[config.mk]
export PLATFORM = sky130hd
export DESIGN_NAME = otter_cu_fsm
export DESIGN_NICKNAME = d
export VERILOG_FILES = /design/src/rtl/otter_cu_fsm_pkg.sv /design/src/rtl/otter_cu_fsm_intrpt_sync.sv /design/src/rtl/otter_cu_fsm.sv
export SDC_FILE = /design/constraint.sdc
export NUM_CORES = 1
export LEC_CHECK = 0
export CAP_MARGIN = 10
export CORE_UTILIZATION = 32
export CTS_BUF_LIST = sky130_fd_sc_hd__clkbuf_4 sky130_fd_sc_hd__clkbuf_8 sky130_fd_sc_hd__clkbuf_16
export DETAILED_ROUTE_END_ITERATION = 12
export HOLD_SLACK_MARGIN = 0.08
export PLACE_DENSITY = 0.89
export REMOVE_ABC_BUFFERS = 1
export SLEW_MARGIN = 30
export SYNTH_ARGS = -nofsm -noshare
export SYNTH_HDL_FRONTEND = slang
export SYNTH_SLANG_ARGS = --single-unit
[constraint.sdc]
create_clock -name clk -period 4.35 [get_ports clk]
set_input_delay 0.87 -clock clk [delete_from_list [all_inputs] [get_ports clk]]
set_output_delay 0.87 -clock clk [all_outputs]
set_load 0.02 [all_outputs]
[src/rtl/otter_cu_fsm_pkg.sv]
// ----------------------------------------------------------------------------
// otter_cu_fsm_pkg
// Shared definitions for the OTTER multi-cycle control FSM: the state
// encoding (3-bit, matching the encoding the decoder expects) and the
// opcode / funct3 / full-instruction constants used to classify the
// instruction in EXEC.
// ----------------------------------------------------------------------------
package otter_cu_fsm_pkg;

    typedef enum logic [2:0] {
        ST_INIT   = 3'd0,
        ST_FETCH  = 3'd1,
        ST_EXEC   = 3'd2,
        ST_WB     = 3'd3,
        ST_INTRPT = 3'd4
    } cu_state_t;

    localparam logic [6:0] OPCODE_OP_REG = 7'b0110011;
    localparam logic [6:0] OPCODE_OP_IMM = 7'b0010011;
    localparam logic [6:0] OPCODE_LUI    = 7'b0110111;
    localparam logic [6:0] OPCODE_AUIPC  = 7'b0010111;
    localparam logic [6:0] OPCODE_JAL    = 7'b1101111;
    localparam logic [6:0] OPCODE_JALR   = 7'b1100111;
    localparam logic [6:0] OPCODE_BRANCH = 7'b1100011;
    localparam logic [6:0] OPCODE_LOAD   = 7'b0000011;
    localparam logic [6:0] OPCODE_STORE  = 7'b0100011;
    localparam logic [6:0] OPCODE_SYS    = 7'b1110011;

    localparam logic [2:0]  FUNC_SYS_CSRRW  = 3'b001;
    localparam logic [31:0] PREFIX_SYS_MRET = 32'h30200073;

    // Opcodes that update both PC and a destination register in one EXEC cycle.
    function automatic logic is_single_cycle_wb(input logic [6:0] opcode);
        return (opcode == OPCODE_OP_REG) || (opcode == OPCODE_OP_IMM) ||
               (opcode == OPCODE_LUI)    || (opcode == OPCODE_AUIPC)  ||
               (opcode == OPCODE_JAL)    || (opcode == OPCODE_JALR);
    endfunction

endpackage

[src/rtl/otter_cu_fsm_intrpt_sync.sv]
// ----------------------------------------------------------------------------
// otter_intrpt_sync
// Flop-chain synchronizer bringing the asynchronous external interrupt level
// into the core clock domain.
// Ports:
//   clk       core clock
//   rst       synchronous active-high reset, clears the chain
//   async_in  raw interrupt level
//   sync_out  synchronized level (SYNC_STAGES cycles of latency)
// ----------------------------------------------------------------------------
module otter_intrpt_sync #(
    parameter int SYNC_STAGES = 2
) (
    input  logic clk,
    input  logic rst,
    input  logic async_in,
    output logic sync_out
);

    logic [SYNC_STAGES-1:0] chain;

    // Shift the raw level through the chain; only the last flop is consumed.
    always_ff @(posedge clk) begin
        if (rst) begin
            chain <= '0;
        end else begin
            chain <= {chain[SYNC_STAGES-2:0], async_in};
        end
    end

    assign sync_out = chain[SYNC_STAGES-1];

endmodule

[src/rtl/otter_cu_fsm.sv]
// ----------------------------------------------------------------------------
// otter_cu_fsm
// Multi-cycle control FSM of the OTTER core. Sequences INIT, FETCH, EXEC,
// WB and INTRPT, stalls on memory acknowledges and takes interrupts only
// when an instruction retires with mstatus.MIE set.
// Ports:
//   clk, rst                       core clock, synchronous active-high reset
//   instrn                         current instruction (valid in EXEC/WB)
//   intrpt, mie                    async interrupt level, mstatus.MIE
//   imem_ack, dmem_ack             memory completion strobes
//   core_rst                       resets PC and CSRs
//   imem_rd_en, dmem_rd_en         fetch / load requests
//   dmem_w_en                      store request
//   pc_w_en, rfile_w_en, csr_w_en  architectural write enables
//   mret_exec                      MRET retiring
//   intrpt_taken                   trap entry (decoder selects mtvec)
// All outputs are combinational from state, instrn, the acks and rst.
// ----------------------------------------------------------------------------
module otter_cu_fsm
    import otter_cu_fsm_pkg::*;
#(
    parameter int SYNC_STAGES = 2
) (
    input  logic        clk,
    input  logic        rst,
    input  logic [31:0] instrn,
    input  logic        intrpt,
    input  logic        mie,
    input  logic        imem_ack,
    input  logic        dmem_ack,
    output logic        core_rst,
    output logic        imem_rd_en,
    output logic        dmem_rd_en,
    output logic        dmem_w_en,
    output logic        pc_w_en,
    output logic        rfile_w_en,
    output logic        csr_w_en,
    output logic        mret_exec,
    output logic        intrpt_taken
);

    cu_state_t state;
    cu_state_t next_state;
    cu_state_t retire_state;
    logic      intrpt_sync;
    logic [6:0] opcode;
    logic [2:0] funct3;

    otter_intrpt_sync #(
        .SYNC_STAGES (SYNC_STAGES)
    ) u_intrpt_sync (
        .clk      (clk),
        .rst      (rst),
        .async_in (intrpt),
        .sync_out (intrpt_sync)
    );

    assign opcode   = instrn[6:0];
    assign funct3   = instrn[14:12];
    assign core_rst = rst | (state == ST_INIT);

    always_ff @(posedge clk) begin
        if (rst) begin
            state <= ST_INIT;
        end else begin
            state <= next_state;
        end
    end

    // Next-state and enable decode. Every retiring path goes through
    // retire_state so the interrupt check is made only at instruction
    // boundaries and never aborts a load/store in flight.
    always_comb begin
        next_state   = state;
        retire_state = (intrpt_sync & mie) ? ST_INTRPT : ST_FETCH;
        imem_rd_en   = 1'b0;
        dmem_rd_en   = 1'b0;
        dmem_w_en    = 1'b0;
        pc_w_en      = 1'b0;
        rfile_w_en   = 1'b0;
        csr_w_en     = 1'b0;
        mret_exec    = 1'b0;
        intrpt_taken = 1'b0;

        case (state)
            ST_INIT: begin
                next_state = ST_FETCH;
            end
            ST_FETCH: begin
                imem_rd_en = 1'b1;
                if (imem_ack) begin
                    next_state = ST_EXEC;
                end
            end
            ST_EXEC: begin
                if (is_single_cycle_wb(opcode)) begin
                    pc_w_en    = 1'b1;
                    rfile_w_en = 1'b1;
                    next_state = retire_state;
                end else if (opcode == OPCODE_LOAD) begin
                    // A dmem_ack here is ignored: the load is only issued now.
                    dmem_rd_en = 1'b1;
                    next_state = ST_WB;
                end else if (opcode == OPCODE_STORE) begin
                    dmem_w_en = 1'b1;
                    if (dmem_ack) begin
                        pc_w_en    = 1'b1;
                        next_state = retire_state;
                    end
                end else if (opcode == OPCODE_SYS && instrn == PREFIX_SYS_MRET) begin
                    mret_exec  = 1'b1;
                    pc_w_en    = 1'b1;
                    next_state = retire_state;
                end else if (opcode == OPCODE_SYS && funct3 == FUNC_SYS_CSRRW) begin
                    csr_w_en   = 1'b1;
                    rfile_w_en = 1'b1;
                    pc_w_en    = 1'b1;
                    next_state = retire_state;
                end else begin
                    // Branches, other SYS encodings and unknown opcodes only advance PC.
                    pc_w_en    = 1'b1;
                    next_state = retire_state;
                end
            end
            ST_WB: begin
                dmem_rd_en = 1'b1;
                if (dmem_ack) begin
                    rfile_w_en = 1'b1;
                    pc_w_en    = 1'b1;
                    next_state = retire_state;
                end
            end
            ST_INTRPT: begin
                intrpt_taken = 1'b1;
                pc_w_en      = 1'b1;
                next_state   = ST_FETCH;
            end
            default: begin
                next_state = ST_INIT;
            end
        endcase

        // Reset overrides everything, including a half-finished WB or store.
        if (rst) begin
            next_state   = ST_INIT;
            imem_rd_en   = 1'b0;
            dmem_rd_en   = 1'b0;
            dmem_w_en    = 1'b0;
            pc_w_en      = 1'b0;
            rfile_w_en   = 1'b0;
            csr_w_en     = 1'b0;
            mret_exec    = 1'b0;
            intrpt_taken = 1'b0;
        end
    end

`ifdef FORMAL
    always_comb begin
        assert (!(dmem_rd_en && dmem_w_en));
        assert (!intrpt_taken || state == ST_INTRPT);
        assert (!rst || next_state == ST_INIT);
    end
`endif

endmodule

==> results.yml <==
run_status:
  status: "completed"
timing:
  layout_min_cycle_time_ns: 3.92
  finalSetupViolCount: 0
  slew_viol_final: 0
  clock_skew_ns: 0.000530
  tns_ns: 0
  max_freq_mhz: 255
  fin_crit_sh_pct: 90.1
  rsz0062_at_grt: "false"
  max_slew_margin_pct: 69.6
  worst_slew_pin_slew_ns: 0.445
  hold_viol: 0
worst_setup_path:
  crit_chain: "clkdlybuf4s50_1 -> nor4bb_1 -> nand3_1 -> or3_4 -> nor3_2 -> clkdlybuf4s50_1"
  worstSetupPathType: "input port to output port"
  worstPathArrival_ns: 3.05
  worstPathRequired_ns: 3.48
  cp_num_buf_inv: 2
  critPathCaptureType: "output port"
  ff2ff_path_depth: 4
  crit_start: "instrn[5]"
  slowest_delay_ns: 0.62
  path_max_fanout: 7
  crit_family: "buffers and inverters"
  crit_path_end: "mret_exec"
  timing.rr.start: "state[1]"
  cp_num_cells: 6
  rrSetupSlack_ns: 2.71
  worst_path_max_delay_cell: "clkdlybuf4s50_1"
  r2r-end: "state[1]"
  critical_path.most_common_cell: "clkdlybuf4s50_1"
  crit_path_start_kind: "input port"
detailed_routing:
  vias: 760
  drc: 0
  wire_per_inst_um: 13.2
  antenna_left: 0
  dr.pass1.iters: 4
  drt-initial-drc-count: 21
  wl_um: 1790
  vias_per_cell: 5.59
synthesis:
  ys.flop_type: "dfxtp_1"
  synth.distinct_cells: 35
  avgSynthCellArea_um2: 7.08
  syn-cell-area_um2: 517
  async_reset_ff_share_pct: 0
  yosysWarnings: 0
  synth-seq-area-share_pct: 19.4
  synth_edf_count: 0
  synth_seq_cells: 5
  synth_cells: 73
power_and_ir_drop:
  p_int_uw: 133
  p_clk_share_pct: 32.4
  combPwrFrac_pct: 37.5
  leakagePower_nw: 0.374
  ir_worst_vdd_uv: 120
  powerDensity_mw_per_mm2: 176
  seqPwrFrac_pct: 30.1
  swShare_pct: 25.4
  power_switching_uw: 45.2
cts:
  ctsHtreeMaxLevel: 1
  numCtsBuffers: 3
  cts_resized: 0
  path_clk_slew_ns: 0.04
  cts_tree: "done"
  postCtsSetupRepairBufs: 0
  cts_buffer_depth: 2
  insertion_delay_ns: 0.24
  root_buffer: "clkbuf_4"
  clock_sinks: 5
  ctsHoldBuffers: 0
global_route:
  grt_pass1_wl_um: 2840
  grtUsageTotal_pct: 20.4
  antenna_found_initial: 0
  first_global_vias: 702
  gr-total-overflow: 0
  grt_max_degree: 13
final_layout:
  final_common_cell: "clkdlybuf4s50_1"
  antenna_cells: 0
  drive_gt1_share_pct: 9.17
  fin_util_pct: 67.2
  multi_input_area_um2: 379
  layout_common_cells: "46 x clkdlybuf4s50_1, 8 x nand2_1, 6 x o21ai_0"
  seq_area_um2: 100
  fin_nets: 159
  syn2layout_area_growth_pct: 95.9
  nFillCells: 124
floorplan:
  die_height_um: 42.2
  die-area_mm2: 0.00178
  coreArea_mm2: 0.00151
  fp-row-count: 14
  io_pins: 47
  die_w_um: 42.2
  floorplan.initialDensity_pct: 34.3
flow_run:
  maxCapViolCount: 0
place:
  hpwl_um: 1490
  placement.io_buffers: 46
  gp_congestion: 0.845
worst_hold_path:
  hold_class: "flop to flop"
  min_path_cells: 1
## Yosys cell counts (all sizes together), types with 2 or more instances
cell	number	share of area (%)
inv	4	2.9
nand2	8	5.8
nor4b	2	3.4
nor3	6	6.8
nor2b	2	2.4
o21a	2	2.9
o21ai	6	5.8
clkbuf	3	2.2
nor4	4	4.8
dfxtp	5	19
a21oi	4	3.9
or3	2	4.4
nor2	5	3.6
## layer usage
metal / GRT usage [%] / vias to the layer above / share of wire, %
li1: - / 372 / -
met1: 21.6 / 331 / 40
met2: 36.3 / 53 / 47
met3: 5.17 / 4 / 11
met4: 11.3 / 0 / 1.8
met5: 0 / - / 0
## power groups by stage
stage          Clock, mW  Sequential, mW  Combinational (mW)
4_1_cts           0.0609          0.0535              0.0665
2_1_floorplan          0          0.0532              0.0208
3_3_place_gp           0          0.0544              0.0649
6_report          0.0577          0.0537              0.0667
3_5_place_dp           0          0.0544              0.0663
5_1_grt           0.0654          0.0541              0.0714
## worst min path at each step
| stage | startpoint | end |
|---|---|---|
| after floorplan | u_intrpt_sync.chain[0] | u_intrpt_sync.chain[1] |
| after global placement | u_intrpt_sync.chain[0] | u_intrpt_sync.chain[1] |
| after detailed placement | u_intrpt_sync.chain[0] | u_intrpt_sync.chain[1] |
| after CTS | u_intrpt_sync.chain[0] | u_intrpt_sync.chain[1] |
| after global routing | u_intrpt_sync.chain[0] | u_intrpt_sync.chain[1] |
| final | u_intrpt_sync.chain[0] | u_intrpt_sync.chain[1] |
## worst register-to-register path: stages (launching register included)
cell,delay [ns]
dfxtp_1,0.49
inv_2,0.10
or3_4,0.41
a2111oi_0,0.46
a21o_1,0.13
## cell type report
type | instances | area share (%)
clock buffers | 4 | 2.97
inverters | 4 | 1.48
multi-input cells | 60 | 37.5
flip-flops and latches | 5 | 9.89
well taps | 16 | 1.98
repair buffers | 47 | 46.2
## state kept, by name, summed over array words and instances (netlist names)
name,count
state,3
u_intrpt_sync.chain,2
## cells by family after synthesis
family                 synth area share (%)
AO/OA/AOI/OAI                          25.4
AND/OR/NAND/NOR                        46.0
multiplexers                           1.94
flip-flops                             19.4
buffers and inverters                  7.26
## stage by stage
stage	area (um^2)	total power [mW]	worst slack, ns	hold WS, ns	std cells
2_1_floorplan	494	0.0740	1.50	0.414	69
5_1_grt	1010	0.191	0.309	0.475	136
3_3_place_gp	982	0.119	0.524	0.428	132
4_1_cts	1010	0.181	0.443	0.457	136
3_5_place_dp	982	0.121	0.451	0.446	132
6_report	1010	0.178	0.433	0.448	136
No activity file was read; power rests on OpenSTA's default activity.
